==> src/rtl/pokemon_match_ctrl_pkg.sv <==
// Shared encodings and 20 Hz timing defaults for the match sequencer.
package pokemon_match_ctrl_pkg;

  typedef enum logic [2:0] {
    ST_IDLE       = 3'd0,
    ST_ROUND_RST  = 3'd1,
    ST_COUNTDOWN  = 3'd2,
    ST_FIGHT      = 3'd3,
    ST_KO         = 3'd4,
    ST_MATCH_OVER = 3'd5
  } state_e;

  typedef enum logic [1:0] {
    WIN_NONE  = 2'b00,
    WIN_CHAR  = 2'b01,
    WIN_SQUIR = 2'b10,
    WIN_DRAW  = 2'b11
  } winner_e;

  localparam int DEF_COUNT_TICKS  = 20;
  localparam int DEF_COUNT_START  = 3;
  localparam int DEF_KO_TICKS     = 40;
  localparam int DEF_RESULT_TICKS = 100;
  localparam int DEF_WINS_NEEDED  = 2;
  localparam int DEF_FLASH_TICKS  = 6;
  localparam int HEALTH_FULL      = 100;

endpackage

==> src/rtl/pokemon_match_ctrl_hit_flash_timer.sv <==
// Per-player hit flash: any health drop (re)loads a countdown; flash is high while it runs.
module hit_flash_timer
  import pokemon_match_ctrl_pkg::*;
#(
  parameter int DATA_W      = 32,
  parameter int FLASH_TICKS = DEF_FLASH_TICKS
) (
  input  logic              i_clk,
  input  logic              i_rst,
  input  logic [DATA_W-1:0] i_health,
  output logic              o_flash
);

  localparam int CW = $clog2(FLASH_TICKS + 1);
  localparam logic [CW-1:0] FLASH_LOAD = CW'(FLASH_TICKS);

  logic [DATA_W-1:0] r_prev_health;
  logic [CW-1:0]     r_cnt;
  logic              w_drop;

  // Unsigned compare: a refill (rise) never counts as a hit.
  assign w_drop  = (i_health < r_prev_health);
  assign o_flash = (r_cnt != '0);

  always_ff @(posedge i_clk) begin
    if (i_rst) begin
      r_prev_health <= DATA_W'(HEALTH_FULL);
      r_cnt         <= '0;
    end else begin
      r_prev_health <= i_health;
      if (w_drop)
        r_cnt <= FLASH_LOAD;
      else if (r_cnt != '0)
        r_cnt <= r_cnt - CW'(1);
    end
  end

endmodule

==> src/rtl/pokemon_match_ctrl.sv <==
// Best-of-N match sequencer: countdown -> fight -> KO -> result, plus hit-flash strobes.
module pokemon_match_ctrl
  import pokemon_match_ctrl_pkg::*;
#(
  parameter int DATA_W       = 32,
  parameter int COUNT_TICKS  = DEF_COUNT_TICKS,
  parameter int COUNT_START  = DEF_COUNT_START,
  parameter int KO_TICKS     = DEF_KO_TICKS,
  parameter int RESULT_TICKS = DEF_RESULT_TICKS,
  parameter int WINS_NEEDED  = DEF_WINS_NEEDED,
  parameter int FLASH_TICKS  = DEF_FLASH_TICKS
) (
  input  logic              clk_20Hz,
  input  logic              reset,
  input  logic              start_btn,
  input  logic              charmander_alive,
  input  logic              squirtle_alive,
  input  logic [DATA_W-1:0] health_char,
  input  logic [DATA_W-1:0] health_squir,
  output logic              round_restart,
  output logic              play_en,
  output logic [2:0]        match_state,
  output logic [1:0]        countdown_digit,
  output logic [1:0]        wins_char,
  output logic [1:0]        wins_squir,
  output logic [1:0]        round_winner,
  output logic [1:0]        match_winner,
  output logic              flash_char,
  output logic              flash_squir
);

  localparam int TW = 16;
  localparam logic [TW-1:0] CNT_LAST    = TW'(COUNT_TICKS - 1);
  localparam logic [TW-1:0] KO_LAST     = TW'(KO_TICKS - 1);
  localparam logic [TW-1:0] RESULT_DONE = TW'(RESULT_TICKS);
  localparam logic [1:0]    DIGIT_START = 2'(COUNT_START);
  localparam logic [1:0]    WINS_MAX    = 2'(WINS_NEEDED);

  state_e        r_state, w_state_nxt;
  logic [TW-1:0] r_tmr, w_tmr_nxt;
  logic [1:0]    r_digit, w_digit_nxt;
  logic [1:0]    r_wins_char, w_wins_char_nxt;
  logic [1:0]    r_wins_squir, w_wins_squir_nxt;
  winner_e       r_round_winner, w_round_winner_nxt;
  winner_e       r_match_winner, w_match_winner_nxt;

  function automatic logic [1:0] sat_inc(input logic [1:0] v);
    return (v == WINS_MAX) ? v : v + 2'd1;
  endfunction

  always_ff @(posedge clk_20Hz) begin
    if (reset) begin
      r_state        <= ST_IDLE;
      r_tmr          <= '0;
      r_digit        <= '0;
      r_wins_char    <= '0;
      r_wins_squir   <= '0;
      r_round_winner <= WIN_NONE;
      r_match_winner <= WIN_NONE;
    end else begin
      r_state        <= w_state_nxt;
      r_tmr          <= w_tmr_nxt;
      r_digit        <= w_digit_nxt;
      r_wins_char    <= w_wins_char_nxt;
      r_wins_squir   <= w_wins_squir_nxt;
      r_round_winner <= w_round_winner_nxt;
      r_match_winner <= w_match_winner_nxt;
    end
  end

  always_comb begin
    w_state_nxt        = r_state;
    w_tmr_nxt          = r_tmr;
    w_digit_nxt        = r_digit;
    w_wins_char_nxt    = r_wins_char;
    w_wins_squir_nxt   = r_wins_squir;
    w_round_winner_nxt = r_round_winner;
    w_match_winner_nxt = r_match_winner;
    case (r_state)
      ST_IDLE: begin
        if (start_btn) begin
          w_state_nxt      = ST_ROUND_RST;
          w_wins_char_nxt  = '0;
          w_wins_squir_nxt = '0;
        end
      end
      ST_ROUND_RST: begin
        w_state_nxt        = ST_COUNTDOWN;
        w_digit_nxt        = DIGIT_START;
        w_tmr_nxt          = '0;
        w_round_winner_nxt = WIN_NONE;
      end
      ST_COUNTDOWN: begin
        if (r_tmr == CNT_LAST) begin
          w_tmr_nxt   = '0;
          w_digit_nxt = r_digit - 2'd1;
          if (r_digit == 2'd1)
            w_state_nxt = ST_FIGHT;
        end else begin
          w_tmr_nxt = r_tmr + TW'(1);
        end
      end
      ST_FIGHT: begin
        w_tmr_nxt = '0;
        case ({charmander_alive, squirtle_alive})
          2'b10: begin
            w_state_nxt        = ST_KO;
            w_round_winner_nxt = WIN_CHAR;
            w_wins_char_nxt    = sat_inc(r_wins_char);
          end
          2'b01: begin
            w_state_nxt        = ST_KO;
            w_round_winner_nxt = WIN_SQUIR;
            w_wins_squir_nxt   = sat_inc(r_wins_squir);
          end
          // Double KO: nobody scores, round is replayed.
          2'b00: begin
            w_state_nxt        = ST_KO;
            w_round_winner_nxt = WIN_DRAW;
          end
          default: ;
        endcase
      end
      ST_KO: begin
        if (r_tmr == KO_LAST) begin
          w_tmr_nxt = '0;
          if (r_wins_char == WINS_MAX) begin
            w_state_nxt        = ST_MATCH_OVER;
            w_match_winner_nxt = WIN_CHAR;
          end else if (r_wins_squir == WINS_MAX) begin
            w_state_nxt        = ST_MATCH_OVER;
            w_match_winner_nxt = WIN_SQUIR;
          end else begin
            w_state_nxt = ST_ROUND_RST;
          end
        end else begin
          w_tmr_nxt = r_tmr + TW'(1);
        end
      end
      ST_MATCH_OVER: begin
        if (r_tmr != RESULT_DONE)
          w_tmr_nxt = r_tmr + TW'(1);
        else if (start_btn)
          w_state_nxt = ST_IDLE;
      end
      default: w_state_nxt = ST_IDLE;
    endcase
  end

  assign round_restart   = (r_state == ST_ROUND_RST);
  assign play_en         = (r_state == ST_FIGHT);
  assign match_state     = r_state;
  assign countdown_digit = (r_state == ST_COUNTDOWN) ? r_digit : 2'd0;
  assign wins_char       = r_wins_char;
  assign wins_squir      = r_wins_squir;
  assign round_winner    = r_round_winner;
  assign match_winner    = (r_state == ST_MATCH_OVER) ? r_match_winner : WIN_NONE;

  hit_flash_timer #(.DATA_W(DATA_W), .FLASH_TICKS(FLASH_TICKS)) u_flash_char (
    .i_clk    (clk_20Hz),
    .i_rst    (reset),
    .i_health (health_char),
    .o_flash  (flash_char)
  );

  hit_flash_timer #(.DATA_W(DATA_W), .FLASH_TICKS(FLASH_TICKS)) u_flash_squir (
    .i_clk    (clk_20Hz),
    .i_rst    (reset),
    .i_health (health_squir),
    .o_flash  (flash_squir)
  );

endmodule

==> config.mk <==
export PLATFORM = sky130hd
export DESIGN_NAME = pokemon_match_ctrl
export DESIGN_NICKNAME = d
export VERILOG_FILES = /design/src/rtl/pokemon_match_ctrl_pkg.sv /design/src/rtl/pokemon_match_ctrl_hit_flash_timer.sv /design/src/rtl/pokemon_match_ctrl.sv
export SDC_FILE = /design/constraint.sdc
export NUM_CORES = 1
export LEC_CHECK = 0
export ABC_AREA = 1
export CELL_PAD_IN_SITES_DETAIL_PLACEMENT = 1
export CELL_PAD_IN_SITES_GLOBAL_PLACEMENT = 2
export CORE_UTILIZATION = 33
export CTS_CLUSTER_DIAMETER = 60
export CTS_CLUSTER_SIZE = 40
export DETAILED_ROUTE_END_ITERATION = 7
export GPL_TIMING_DRIVEN = 0
export PLACE_DENSITY_LB_ADDON = 0.08
export SLEW_MARGIN = 25
export SYNTH_ARGS = -nofsm -noshare
export SYNTH_HDL_FRONTEND = slang
export SYNTH_SLANG_ARGS = --single-unit
==> constraint.sdc <==
create_clock -name clk_20Hz -period 4.58 [get_ports clk_20Hz]
set_clock_uncertainty 0.15 [all_clocks]
set_input_delay 0.458 -clock clk_20Hz [delete_from_list [all_inputs] [get_ports clk_20Hz]]
set_output_delay 0.458 -clock clk_20Hz [all_outputs]
set_load 0.01 [all_outputs]
==> run metrics <==
CP delay by family, top buffers and inverters; TritonCTS clock tree done; worst skew pair latency 0.35 ns; All-Layer GR Usage 17.6%; Synth area leader dfxtp_1; Seq/Total Area, Yosys 34.8%; CP startpoint kind register; initial antenna violation count 0; Port Buffers 84; Die Width 133 um; max incr delay on CP 0.59 ns; via count 5,115; async set-reset flop share out of synthesis 0%; ant diodes 0; grt ovf 0; Worst path slowest cell dfxtp_1; final worst setup slack 1.78 ns; Crit Path Category register to output port; H-tree Lvls 3; Ys Warns 0; vias in the first global route 5,423; worst hold path class register to register; layout cells sized above 1 5.57%; number of setup buffers added after CTS 0; outcome finished, final reports clean; minimum clock period 2.80 ns; row cnt 47; Num CTS Buffers 9; commonest cells in the synthesized netlist inv_1 (176), nand2_1 (131), nor2_1 (117); Pleak 3.36 nW; global-route wire length before repair 25,000 um; Routed Antenna Nets 0; Die Area 17,800 um2; net switching power 0.926 mW; DR WL/cell 12.9 um; FF+latch count, synth 99; max-cap violations 0; root buf cell clkbuf_16; Max rail drop VDD 195 uV; dominant synthesized flop cell dfxtp_1; largest net degree at the start of global routing 16; internal power 1.72 mW; DR pass1 iterations 5; power share of the clock group 29.7%; fin util 42.6%; Starting Density 34.1%; worst slew pin tran 0.627 ns; Post-DP HPWL 11,800 um; P&R area growth vs syn 24.7%; maximum root-to-sink buffer count 2; DRT iter0 DRCs 122; Slew Viols, Final 0; most common cell in the netlist inv_1; die height 133 um; top area cells in the synthesized netlist dfxtp_1 (35%), ha_1 (16%), inv_1 (12%), nand2_1 (8.6%), nor2_1 (7.7%); Final TNS setup 0 ns; Synth Instances 799; CP bufs+invs 3; Vias per Instance 4.58; CP required 3.97 ns; Post-CTS Resized 0; Yosys top cell area share 34.8%; Synth cell types 40; Critical Path End Type output port; Final setup viols 0; CP Max Fanout 7; Std-Cell Core Area 16,700 um2; crit path cell chain inv_2 -> nor3_1 -> inv_1 -> nor2_1 -> clkdlybuf4s50_1; syn nets 943; Num Clock Sinks 99; crit path DAT 2.19 ns; Mean Syn Cell Area 7.13 um2; Synth Cell Area 5700 um2; Fin Hold WS 0.336 ns; CTS clk-pin slew, worst paths 0.06 ns; power per cell area 372 nW/um2; Final Wtd Congestion 0.812; worst rel slew slack 57.9%; IO Pins 86; nets 1,038; period utilization 61.2%; Reg power frac 38.0%; EDFF count, synth 0; final wirelength 14,400 um; cts hold-fix bufs 0; Max Freq 0.357 GHz; Comb pwr share 32.3%; pre-CTS setup slack 2.07 ns; switching share of power 35.0%; DRC Markers 0; unrepaired setup endpoints after global routing false; Fin. Hold Viols 0
-- routing by layer --
| metal | GRT usage (%) | up-vias | share of wire (%) |
|---|---|---|---|
| li1 | - | 2660 | - |
| met1 | 21.5 | 2371 | 47 |
| met2 | 31.2 | 69 | 49 |
| met3 | 2.47 | 15 | 2.9 |
| met4 | 6.63 | 0 | 1.7 |
| met5 | 0 | - | 0 |
-- path summary, 6_finish.rpt --
kind	startpoint	to	slack [ns]	cells after the start
setup / recovery	match_state[1]	countdown_digit[0]	1.78	5
setup reg to reg	r_tmr[0]	r_tmr[14]	2.43	8
hold / removal	wins_squir[0]	wins_squir[0]	0.34	1
hold reg to reg	wins_squir[0]	wins_squir[0]	0.34	1
-- placed cells by master, fill, tap and decap left out, drive strengths merged --
| master | instances |
|---|---|
| xor2 | 5 |
| nand3 | 26 |
| bufinv | 1 |
| nor4b | 1 |
| a31oi | 3 |
| nor3 | 17 |
| nand2 | 133 |
| clkdlybuf4s50 | 84 |
| nand4 | 12 |
| clkinvlp | 1 |
| o22ai | 1 |
| inv | 184 |
| o21ai | 26 |
| o211ai | 3 |
| nor2 | 123 |
| a211oi | 2 |
| nand3b | 3 |
| dfxtp | 99 |
| o21a | 1 |
| a21o | 1 |
| ha | 75 |
| buf | 2 |
| a32oi | 1 |
| clkinv | 4 |
| or2 | 9 |
| a21oi | 59 |
| clkbuf | 22 |
-- flip-flops by register name, indices dropped and copies added, names as in the netlist --
| name | count |
|---|---|
| u_flash_char.r_prev_health | 32 |
| u_flash_squir.r_prev_health | 32 |
| r_tmr | 16 |
| match_state | 3 |
| u_flash_char.r_cnt | 3 |
| u_flash_squir.r_cnt | 3 |
| r_digit | 2 |
| r_match_winner | 2 |
| round_winner | 2 |
| wins_char | 2 |
| wins_squir | 2 |
-- worst reg2reg max path: cells and delay by family, from the launching register on --
kind / cells / cell delay [ns]
AND/OR/NAND/NOR: 5 / 0.99
AO/OA/AOI/OAI: 2 / 0.21
adder cells (fa/ha/maj): 1 / 0.30
flip-flops: 1 / 0.37
-- logic make-up (layout without fill, tap and decap cells) --
kind of cell	count (synthesis)	count (layout)	synth area share (%)
buf+inv	199	298	13.5
flops	99	99	34.8
fa+ha+maj	75	75	16.5
compound gates	97	97	9.44
simple gates	324	324	25.0
xor+xnor	5	5	0.768
-- per-stage QoR --
step           total power, mW  std cells  instance area (um2)
2_1_floorplan             1.57        799                 5700
3_3_place_gp              1.85       1103                 6820
3_5_place_dp              1.89       1103                 6820
4_1_cts                   2.70       1118                 7110
5_1_grt                   2.84       1118                 7110
6_report                  2.64       1118                 7110
-- cell type report --
cell class	instances	area [um2]
repair buffers	84	841
well taps	220	275
clock inverters	4	51.3
clock buffers	11	243
inverters	186	706
multi-input cells	501	2950
flip-flops and latches	99	1980
plain buffers	13	65.1
fillers	2139	9590
-- power groups by stage --
stage	Clock [mW]	Sequential (mW)	Combinational, mW
2_1_floorplan	0	1.02	0.554
3_3_place_gp	0	1.02	0.832
3_5_place_dp	0	1.03	0.868
4_1_cts	0.819	1.01	0.874
5_1_grt	0.854	1.01	0.973
6_report	0.784	1.00	0.854
(Power assumes the default switching activity.)
